--- src/rtl/game_sequencer.sv ---
// Game-flow controller: frame timebase, IDLE/CLEAR/PLAY/OVER FSM,
// datapath enables, running score, high score and difficulty ramp.
//
// Ports:
//   clock      in   system clock
//   resetn     in   synchronous active-low reset
//   start      in   start request level; its rising edge starts a game
//   collision  in   collision level, acted on only in PLAY
//   frame_tick out  one-cycle pulse per frame, every state
//   move_en    out  one-cycle pulse per frame in PLAY
//   scroll_en  out  one-cycle pulse per playfield row shift
//   spawn_en   out  one-cycle obstacle spawn request
//   clear_n    out  active-low playfield clear, low for the CLEAR cycle
//   state      out  0=IDLE 1=CLEAR 2=PLAY 3=OVER
//   scroll_div out  current frames per scroll
//   score      out  rows survived in the current game
//   high_score out  best score since reset
module game_sequencer #(
    parameter int FRAME_TICKS     = 833334,
    parameter int SCROLL_DIV_INIT = 16,
    parameter int SCROLL_DIV_MIN  = 4,
    parameter int SPEEDUP_ROWS    = 256,
    parameter int SPAWN_ROWS      = 16,
    parameter int OVER_FRAMES     = 120
) (
    input  logic        clock,
    input  logic        resetn,
    input  logic        start,
    input  logic        collision,
    output logic        frame_tick,
    output logic        move_en,
    output logic        scroll_en,
    output logic        spawn_en,
    output logic        clear_n,
    output logic [1:0]  state,
    output logic [4:0]  scroll_div,
    output logic [23:0] score,
    output logic [23:0] high_score
);

    localparam int FW  = (FRAME_TICKS  > 1) ? $clog2(FRAME_TICKS)  : 1;
    localparam int SPW = (SPAWN_ROWS   > 1) ? $clog2(SPAWN_ROWS)   : 1;
    localparam int SUW = (SPEEDUP_ROWS > 1) ? $clog2(SPEEDUP_ROWS) : 1;
    localparam int OVW = (OVER_FRAMES  > 1) ? $clog2(OVER_FRAMES)  : 1;

    localparam logic [FW-1:0]  FRAME_LAST = FW'(FRAME_TICKS - 1);
    localparam logic [SPW-1:0] SPAWN_LAST = SPW'(SPAWN_ROWS - 1);
    localparam logic [SUW-1:0] SPEED_LAST = SUW'(SPEEDUP_ROWS - 1);
    localparam logic [OVW-1:0] OVER_LAST  = OVW'(OVER_FRAMES - 1);
    localparam logic [4:0]     DIV_INIT   = 5'(SCROLL_DIV_INIT);
    localparam logic [4:0]     DIV_MIN    = 5'(SCROLL_DIV_MIN);
    localparam logic [23:0]    SCORE_MAX  = 24'hFFFFFF;

    typedef enum logic [1:0] {
        S_IDLE  = 2'd0,
        S_CLEAR = 2'd1,
        S_PLAY  = 2'd2,
        S_OVER  = 2'd3
    } state_t;

    state_t           r_state;
    state_t           w_next;
    logic [FW-1:0]    r_frame_cnt;
    logic [4:0]       r_fis_cnt;
    logic [SPW-1:0]   r_spawn_cnt;
    logic [SUW-1:0]   r_speed_cnt;
    logic [OVW-1:0]   r_over_cnt;
    logic             r_start_q;
    logic             r_frame_tick;
    logic             r_move_en;
    logic             r_scroll_en;
    logic             r_spawn_en;
    logic [4:0]       r_scroll_div;
    logic [23:0]      r_score;
    logic [23:0]      r_high;

    logic w_start_rise;
    logic w_tick;
    logic w_play_tick;
    logic w_scroll;
    logic w_spawn;
    logic w_speedup;
    logic w_over_done;

    assign w_start_rise = start & ~r_start_q;
    assign w_tick       = (r_frame_cnt == '0);
    // Collision wins over a coincident tick: the frame is not played.
    assign w_play_tick  = (r_state == S_PLAY) && !collision && w_tick;
    // >= keeps the wrap safe even if the divisor shrank mid-scroll.
    assign w_scroll     = w_play_tick && (r_fis_cnt >= r_scroll_div - 5'd1);
    assign w_spawn      = w_scroll && (r_spawn_cnt == SPAWN_LAST);
    assign w_speedup    = w_scroll && (r_speed_cnt == SPEED_LAST);
    assign w_over_done  = (r_state == S_OVER) && w_tick
                          && (r_over_cnt == OVER_LAST);

    always_comb begin
        w_next = r_state;
        unique case (r_state)
            S_IDLE:  if (w_start_rise) w_next = S_CLEAR;
            S_CLEAR: w_next = S_PLAY;
            S_PLAY:  if (collision) w_next = S_OVER;
            S_OVER:  if (w_over_done) w_next = S_IDLE;
        endcase
    end

    always_ff @(posedge clock) begin
        if (!resetn) r_state <= S_IDLE;
        else         r_state <= w_next;
    end

    always_ff @(posedge clock) begin
        if (!resetn) begin
            r_frame_cnt  <= FRAME_LAST;
            r_fis_cnt    <= '0;
            r_spawn_cnt  <= '0;
            r_speed_cnt  <= '0;
            r_over_cnt   <= '0;
            r_start_q    <= 1'b0;
            r_frame_tick <= 1'b0;
            r_move_en    <= 1'b0;
            r_scroll_en  <= 1'b0;
            r_spawn_en   <= 1'b0;
            r_scroll_div <= DIV_INIT;
            r_score      <= '0;
            r_high       <= '0;
        end else begin
            r_frame_cnt  <= w_tick ? FRAME_LAST : r_frame_cnt - 1'b1;
            r_start_q    <= start;
            r_frame_tick <= w_tick;
            r_move_en    <= w_play_tick;
            r_scroll_en  <= w_scroll;
            r_spawn_en   <= w_spawn;

            if (r_state == S_CLEAR) begin
                r_score      <= '0;
                r_scroll_div <= DIV_INIT;
                r_fis_cnt    <= '0;
                r_spawn_cnt  <= '0;
                r_speed_cnt  <= '0;
            end

            if (w_play_tick)
                r_fis_cnt <= w_scroll ? 5'd0 : r_fis_cnt + 5'd1;

            if (w_scroll) begin
                if (r_score != SCORE_MAX) r_score <= r_score + 24'd1;
                r_spawn_cnt <= w_spawn ? '0 : r_spawn_cnt + 1'b1;
                r_speed_cnt <= w_speedup ? '0 : r_speed_cnt + 1'b1;
                if (w_speedup && r_scroll_div > DIV_MIN)
                    r_scroll_div <= r_scroll_div - 5'd1;
            end

            // Score is frozen in OVER, so comparing every cycle
            // behaves the same as comparing only on entry.
            if (r_state == S_OVER && r_score > r_high)
                r_high <= r_score;

            if (r_state == S_OVER && w_tick)
                r_over_cnt <= w_over_done ? '0 : r_over_cnt + 1'b1;
        end
    end

    assign frame_tick = r_frame_tick;
    assign move_en    = r_move_en;
    assign scroll_en  = r_scroll_en;
    assign spawn_en   = r_spawn_en;
    assign clear_n    = (r_state != S_CLEAR);
    assign state      = r_state;
    assign scroll_div = r_scroll_div;
    assign score      = r_score;
    assign high_score = r_high;

endmodule

--- config.mk ---
export PLATFORM = sky130hd
export DESIGN_NAME = game_sequencer
export DESIGN_NICKNAME = d
export VERILOG_FILES = /design/src/rtl/game_sequencer.sv
export SDC_FILE = /design/constraint.sdc
export NUM_CORES = 1
export LEC_CHECK = 0
export CELL_PAD_IN_SITES_DETAIL_PLACEMENT = 0
export CELL_PAD_IN_SITES_GLOBAL_PLACEMENT = 2
export CORE_MARGIN = 2
export CORE_UTILIZATION = 36
export CTS_CLUSTER_DIAMETER = 50
export DETAILED_ROUTE_END_ITERATION = 8
export GPL_TIMING_DRIVEN = 0
export PLACE_DENSITY_LB_ADDON = 0.1
export SYNTH_ARGS = -nofsm -noshare
export SYNTH_HDL_FRONTEND = slang
export SYNTH_SLANG_ARGS = --single-unit
--- constraint.sdc ---
create_clock -name clock -period 5.7 [get_ports clock]
set_input_delay 1.71 -clock clock [delete_from_list [all_inputs] [get_ports clock]]
set_output_delay 1.71 -clock clock [all_outputs]
set_load 0.02 [all_outputs]
==> results of run 1 <==
==> synth_stat cells (3+ instances only) <==
cell and number:
a2111oi_0 5, a21oi_1 26, a311oi_1 6, a31oi_1 8, and2_1 5, and3_1 6, and4_1 5, buf_1 5
buf_2 5, clkbuf_1 24, dfxtp_1 104, ha_1 42, inv_1 39, mux2_2 3, mux2i_1 4, nand2_1 64
nand2b_1 6, nand3_1 63, nand3b_1 3, nand4_1 16, nand4b_1 3, nor2_1 47, nor2b_1 4, nor3_1 29
nor3b_1 5, nor4_1 10, o2111ai_1 3, o211ai_1 19, o21a_1 4, o21ai_0 34, o31ai_1 25, or3_1 7
or4_1 9, xnor2_1 11, xor2_1 11
==> layer usage <==
layer / vias up / routed length [um] / global-route usage
li1: 2674 / - / -
met1: 2548 / 7531 / 0.2540
met2: 94 / 7853 / 0.3560
met3: 22 / 409 / 0.02436
met4: 0 / 346 / 0.08440
met5: - / 0 / 0
==> logic make-up (layout without fill, tap and decap cells) <==
kind of cell | after synthesis | in the layout | share of synthesized area
compound gates | 148 | 148 | 0.1745
xor+xnor | 22 | 22 | 0.03409
fa+ha+maj | 42 | 42 | 0.09298
buf+inv | 75 | 153 | 0.05225
flops | 104 | 104 | 0.3684
mux | 7 | 7 | 0.01306
simple gates | 289 | 289 | 0.2648
==> state kept, by name, summed over array words and instances (netlist names) <==
signal and cells:
high_score 24, score 24, r_frame_cnt 20, r_speed_cnt 8, r_over_cnt 7, r_fis_cnt 5
scroll_div 5, r_spawn_cnt 4, state 2, frame_tick 1, move_en 1, r_start_q 1
scroll_en 1, spawn_en 1
==> layout make-up <==
class | count | area (um^2) | area share
Buffer | 35 | 145.1 | 0.02116
Clock buffer | 10 | 229.0 | 0.03339
Clock inverter | 5 | 82.58 | 0.01204
Inverter | 40 | 150.1 | 0.02189
Multi-Input combinational cell | 508 | 3274 | 0.4775
Sequential cell | 104 | 2082 | 0.3036
Tap cell | 211 | 264.0 | 0.03850
Timing Repair Buffer | 63 | 630.6 | 0.09195
==> through the flow <==
stage                 util  setup slack [ns]  std cells  instance area, um^2
floorplan                -             2.270        687                 5652
global placement    0.4290             1.482        961                 6546
detailed placement  0.4290             1.505        961                 6546
CTS                 0.4494             1.392        976                 6858
global route        0.4494             1.253        976                 6858
finish              0.4494             1.436        976                 6858
==> power by group through the flow <==
stage                     combinational (W)  clock (W)  sequential (W)
after floorplan                   0.0000999          0        0.000770
final                              0.000179   0.000675        0.000750
after global routing               0.000200   0.000722        0.000752
after global placement             0.000177          0        0.000766
after detailed placement           0.000180          0        0.000767
after CTS                          0.000181   0.000693        0.000750
==> final timing paths <==
check	slack, ns	cells after the start	endpoint
worst max-delay path	1.44	5	clear_n
worst min-delay path	0.47	1	r_frame_cnt[0]
worst max register to register	2.19	10	high_score[13]
worst min register to register	0.47	1	r_frame_cnt[0]
==> worst register-to-register path, cell delays in order (launching register included) <==
cell      delay, ns
dfxtp_1        0.37
inv_1          0.09
ha_1           0.30
nand4_1        0.19
nor4_1         0.72
o311ai_0       0.26
a41oi_1        0.30
clkbuf_1       0.46
clkbuf_1       0.49
nand3_1        0.15
o31ai_1        0.09
==> results.md, run 1 <==
* Slowest stage delay, CP at roughly 0.71 ns
* Syn-to-layout area delta at 21.34%
* Post-synthesis register bit count at approximately 100
* Cts hold-fix bufs at 0
* Pins Over Slew Limit at 0
* Max-cap violations at 0
* Most common cell on crit path: inv_1
* CTS buffer count at 9
* Vias in the first global route at roughly 5.4k
* Post-DP HPWL at 11.89 mm
* Synth area leaders: dfxtp_1 37%, ha_1 9.3%, nand3_1 5.6%
* Share of cells above drive strength 1 at 0.04052
* Die Area at approximately 17000 um^2
* Largest net degree at the start of global routing at 17
* Share of total power in sequential cells at 0.468
* Port buffer count at 63
* CTS tree: done
* Top FF cell, synth: dfxtp_1
* Post-route ant nets at 0
* Sequential share of the synthesized area at 0.3684
* CP required at 3.99 ns
* Residual DRC at 0
* Min Tclk post-route at 4.264 ns
* Final Cycle Share at 0.7481
* Final GP Congestion at ~0.84
* HP Start: r_frame_cnt[0]
* Fill cell count at roughly 1.5k
* Final TNS setup at 0 ns
* Nets at 807
* Worst slew margin at 0.2102
* Clock sinks at roughly 100
* Crit path capture type: primary output
* Initial Util at 0.3704
* Psw at roughly 0.00043 W
* Pint at between 0.001 and 0.0015 W
* Sw frac at 0.2695
* GRT Residual Overflow at 0
* Clk root buf: clkbuf_16
* Avg WL per Cell at between 15 and 20 um
* Global Route Usage Sum at 0.2036
* Maximum clock rate at between 0.2 and 0.25 GHz
* Fin Hold WS at 0.4663 ns
* Synth warn at 0
* Status: finished clean
* Clock transition at path regs at 0.07 ns
* Synthesized area per cell at between 8 and 9 um^2
* Crit-path cells: inv_1 -> ha_1 -> inv_1 -> clkbuf_1 -> clkdlybuf4s50_1
* # setup viols final at 0
* Setup Skew at approximately 0.0072 ns
* Ys async rst share at 0
* Clock latency on the worst-skew pair at 0.35 ns
* Netlist cell types at between 50 and 60
* Startpoint types: flip-flop
* Buf+Inv Stages, Crit Path at 4
* Vias per cell at 5.469
* Number of synthesized flops with an enable pin at 0
* Fin. Hold Viols at 0
* RSZ-0062 raised after global routing: no
* # IOs at 64
* Die Span Y at about 130 um
* First-pass GRT wire length at 27.01 mm
* CP top delay family: buffers and inverters
* Design Power at between 0.0015 and 0.002 W
* Worst vdd ir at approximately 0.14 mV
* Buffer depth of the longest clock path at 2
* CTS resizes at 0
* Number of core rows at 45
* CTS H-tree depth at 3
* Via count at 5338
* Commonest non-fill, non-tap cells in the layout: 104 x dfxtp_1, 64 x nand2_1, 63 x nand3_1, 63 x clkdlybuf4s50_1, 47 x nor2_1
* Critical path origin: state[1]
* Clock network power share at 0.421
* Commonest non-fill, non-tap cell in the layout: dfxtp_1
* Synth Cell Area at about 5700 um^2
* Critical path class: flip-flop to primary output
* Die Width at approximately 130 um
* Cell Pwr Density at between 200 and 250 nW/um^2
* Area leader, netlist: dfxtp_1
* Antenna violations before repair at 0
* Post-CTS setup buffer count at 0
* Antenna cells at 0
* Critical Path AT at approximately 2.6 ns
* Final wirelength at between 15 and 20 mm
* Initial DRT Pass Iterations at 5
* Static Leak at roughly 2.3 nW
* Hold/Removal Path Class: flip-flop to flip-flop
* Synth top area share at 0.3684
* Worst slew pin tran at roughly 1.2 ns
* DR iter-0 viols at between 200 and 300
* Cell count after synthesis at between 600 and 700
* Critical path's slowest cell: clkdlybuf4s50_1
* Syn Nets at between 700 and 800
* Core Footprint at approximately 15000 um^2
* Combinational Power Share at 0.111
* Crit-path max FO at 10
* FF-to-FF Start: high_score[23]
Note: power is estimated with default switching activity, not from simulation.
==> run 2: changes to the inputs <==
- CORE_UTILIZATION: 36 -> 31
- clock period: 5.7 -> 3.75 ns (I/O delays scaled with it)
==> results.md, run 2 (synthesis gave the netlist of run 1 again) <==
* Status: finished clean
* Nets at slightly above 800
* RSZ-0062 raised after global routing: no
* GRT Residual Overflow at 0
* Final GP Congestion at 0.7918
* Crit-path max FO at 16
* Clock transition at path regs at 0.07 ns
* Fill cell count at 1852
* Fin. Hold Viols at 0
* Cts hold-fix bufs at 0
* DR iter-0 viols at approximately 240
* Clk root buf: clkbuf_16
* Number of core rows at 49
* Max-cap violations at 0
* Final TNS setup at 0 ns
* Psw at slightly below 0.0007 W
* Die Span Y at between 100 and 150 um
* Critical Path AT at 2.36 ns
* Crit path capture type: primary output
* Area of the multi-input gates at roughly 3300 um^2
* Die Area at slightly below 20000 um^2
* Initial DRT Pass Iterations at 4
* # setup viols final at 0
* Worst slew pin tran at around 1.1 ns
* Initial Util at 0.3157
* Startpoint types: flip-flop
* Port buffer count at 63
* Post-route ant nets at 0
* CTS buffer count at 9
* Worst slew margin at 0.2610
* Final Cycle Share at 0.9299
* Post-DP HPWL at between 10 and 15 mm
* Worst vdd ir at 0.2449 mV
* Vias in the first global route at between 5k and 6k
* Clock network power share at 0.418
* Antenna cells at 0
* Largest net degree at the start of global routing at 20
* Min Tclk post-route at approximately 3.5 ns
* Clock sinks at ~100
* Layout Cells excl Fill at ~990
* Vias per cell at about 5.3
* Post-Place Cells at approximately 1000
* Residual DRC at 0
* Cell Pwr Density at around 350 nW/um^2
* CTS H-tree depth at 3
* Post-CTS setup buffer count at 0
* Die Width at ~140 um
* CP required at ~2.6 ns
* Global Route Usage Sum at 0.1726
* Post-Route Utilization at 0.3843
* Sw frac at 0.2842
* Buffer depth of the longest clock path at 2
* Maximum clock rate at roughly 0.29 GHz
* # IOs at 64
* Combinational Power Share at 0.110
* First-pass GRT wire length at between 20 and 30 mm
* Pint at about 0.0017 W
* Fin Hold WS at about 0.46 ns
* Core Footprint at between 15000 and 20000 um^2
* Final wirelength at around 17 mm
* Sequential Area at roughly 2100 um^2
* Share of cells above drive strength 1 at 0.04444
* Syn-to-layout area delta at 21.74%
* Pins Over Slew Limit at 0
* Critical path class: flip-flop to primary output
* Antenna violations before repair at 0
* Avg WL per Cell at between 15 and 20 um
* Setup Skew at 0.008564 ns
* Share of total power in sequential cells at 0.472
* Clock latency on the worst-skew pair at 0.35 ns
* CTS tree: done
* Commonest non-fill, non-tap cell in the layout: dfxtp_1
* Via count at 5244
* Static Leak at between 2 and 2.5 nW
* Hold/Removal Path Class: flip-flop to flip-flop
* Commonest non-fill, non-tap cells in the layout: 104 x dfxtp_1, 64 x nand2_1, 63 x nand3_1, 63 x clkdlybuf4s50_1, 47 x nor2_1
## run 2: cell count changes in the layout (fill, tap and decap cells not counted), sizes merged
cell      change
bufinv        -1
inv           +5
clkbuf        -2
clkinvlp      -2
## run 2: power by group through the flow
stage	clock, W	sequential (W)	combinational, W
after CTS	0.00104	0.00114	0.000269
final	0.00101	0.00114	0.000265
after global placement	0	0.00117	0.000276
after floorplan	0	0.00117	0.000152
after detailed placement	0	0.00117	0.000276
after global routing	0.00109	0.00114	0.000294
## run 2: repair_timing
item | in CTS | in global routing
gates resized for setup | 0 | 1
setup endpoints to repair | 1 | 20
pin swaps | 0 | 0
## run 2: cell type report
| class | instances | share of cell area |
|---|---|---|
| buffer | 34 | 0.02055 |
| clock buffer | 9 | 0.03273 |
| clock inverter | 7 | 0.01218 |
| inverter | 40 | 0.02182 |
| multi-input combinational | 508 | 0.4768 |
| sequential | 104 | 0.3026 |
| tap | 229 | 0.04164 |
| timing repair buffer | 63 | 0.09165 |
## run 2: through the flow
| stage | total power, W | worst slack (ns) | area, um^2 |
|---|---|---|---|
| floorplan | 0.001323 | 0.9054 | 5652 |
| global placement | 0.001443 | 0.03133 | 6569 |
| detailed placement | 0.001444 | 0.03555 | 6569 |
| CTS | 0.002454 | 0.04520 | 6874 |
| global route | 0.002527 | 0.004713 | 6880 |
| finish | 0.002416 | 0.2629 | 6880 |
## run 2: critical path, cell delays in order (launching register included)
cell             delay (ns)
dfxtp_1                0.45
inv_1                  0.09
ha_1                   0.27
inv_1                  0.48
clkdlybuf4s50_1        0.72
## run 2: final timing paths
| path | from | end | slack [ns] | cells after the start |
|---|---|---|---|---|
| max reg2reg | score[21] | high_score[14] | 0.29 | 9 |
| max | state[1] | clear_n | 0.26 | 4 |
| min reg2reg | r_frame_cnt[0] | r_frame_cnt[0] | 0.46 | 1 |
| min | r_frame_cnt[0] | r_frame_cnt[0] | 0.46 | 1 |
## run 2: metal layers
layer	GRT usage	vias up	routed length (um)
met5	0	-	0
met4	0.05954	0	280
met1	0.2162	2468	7737
met3	0.01968	16	513
li1	-	2676	-
met2	0.3072	84	8174
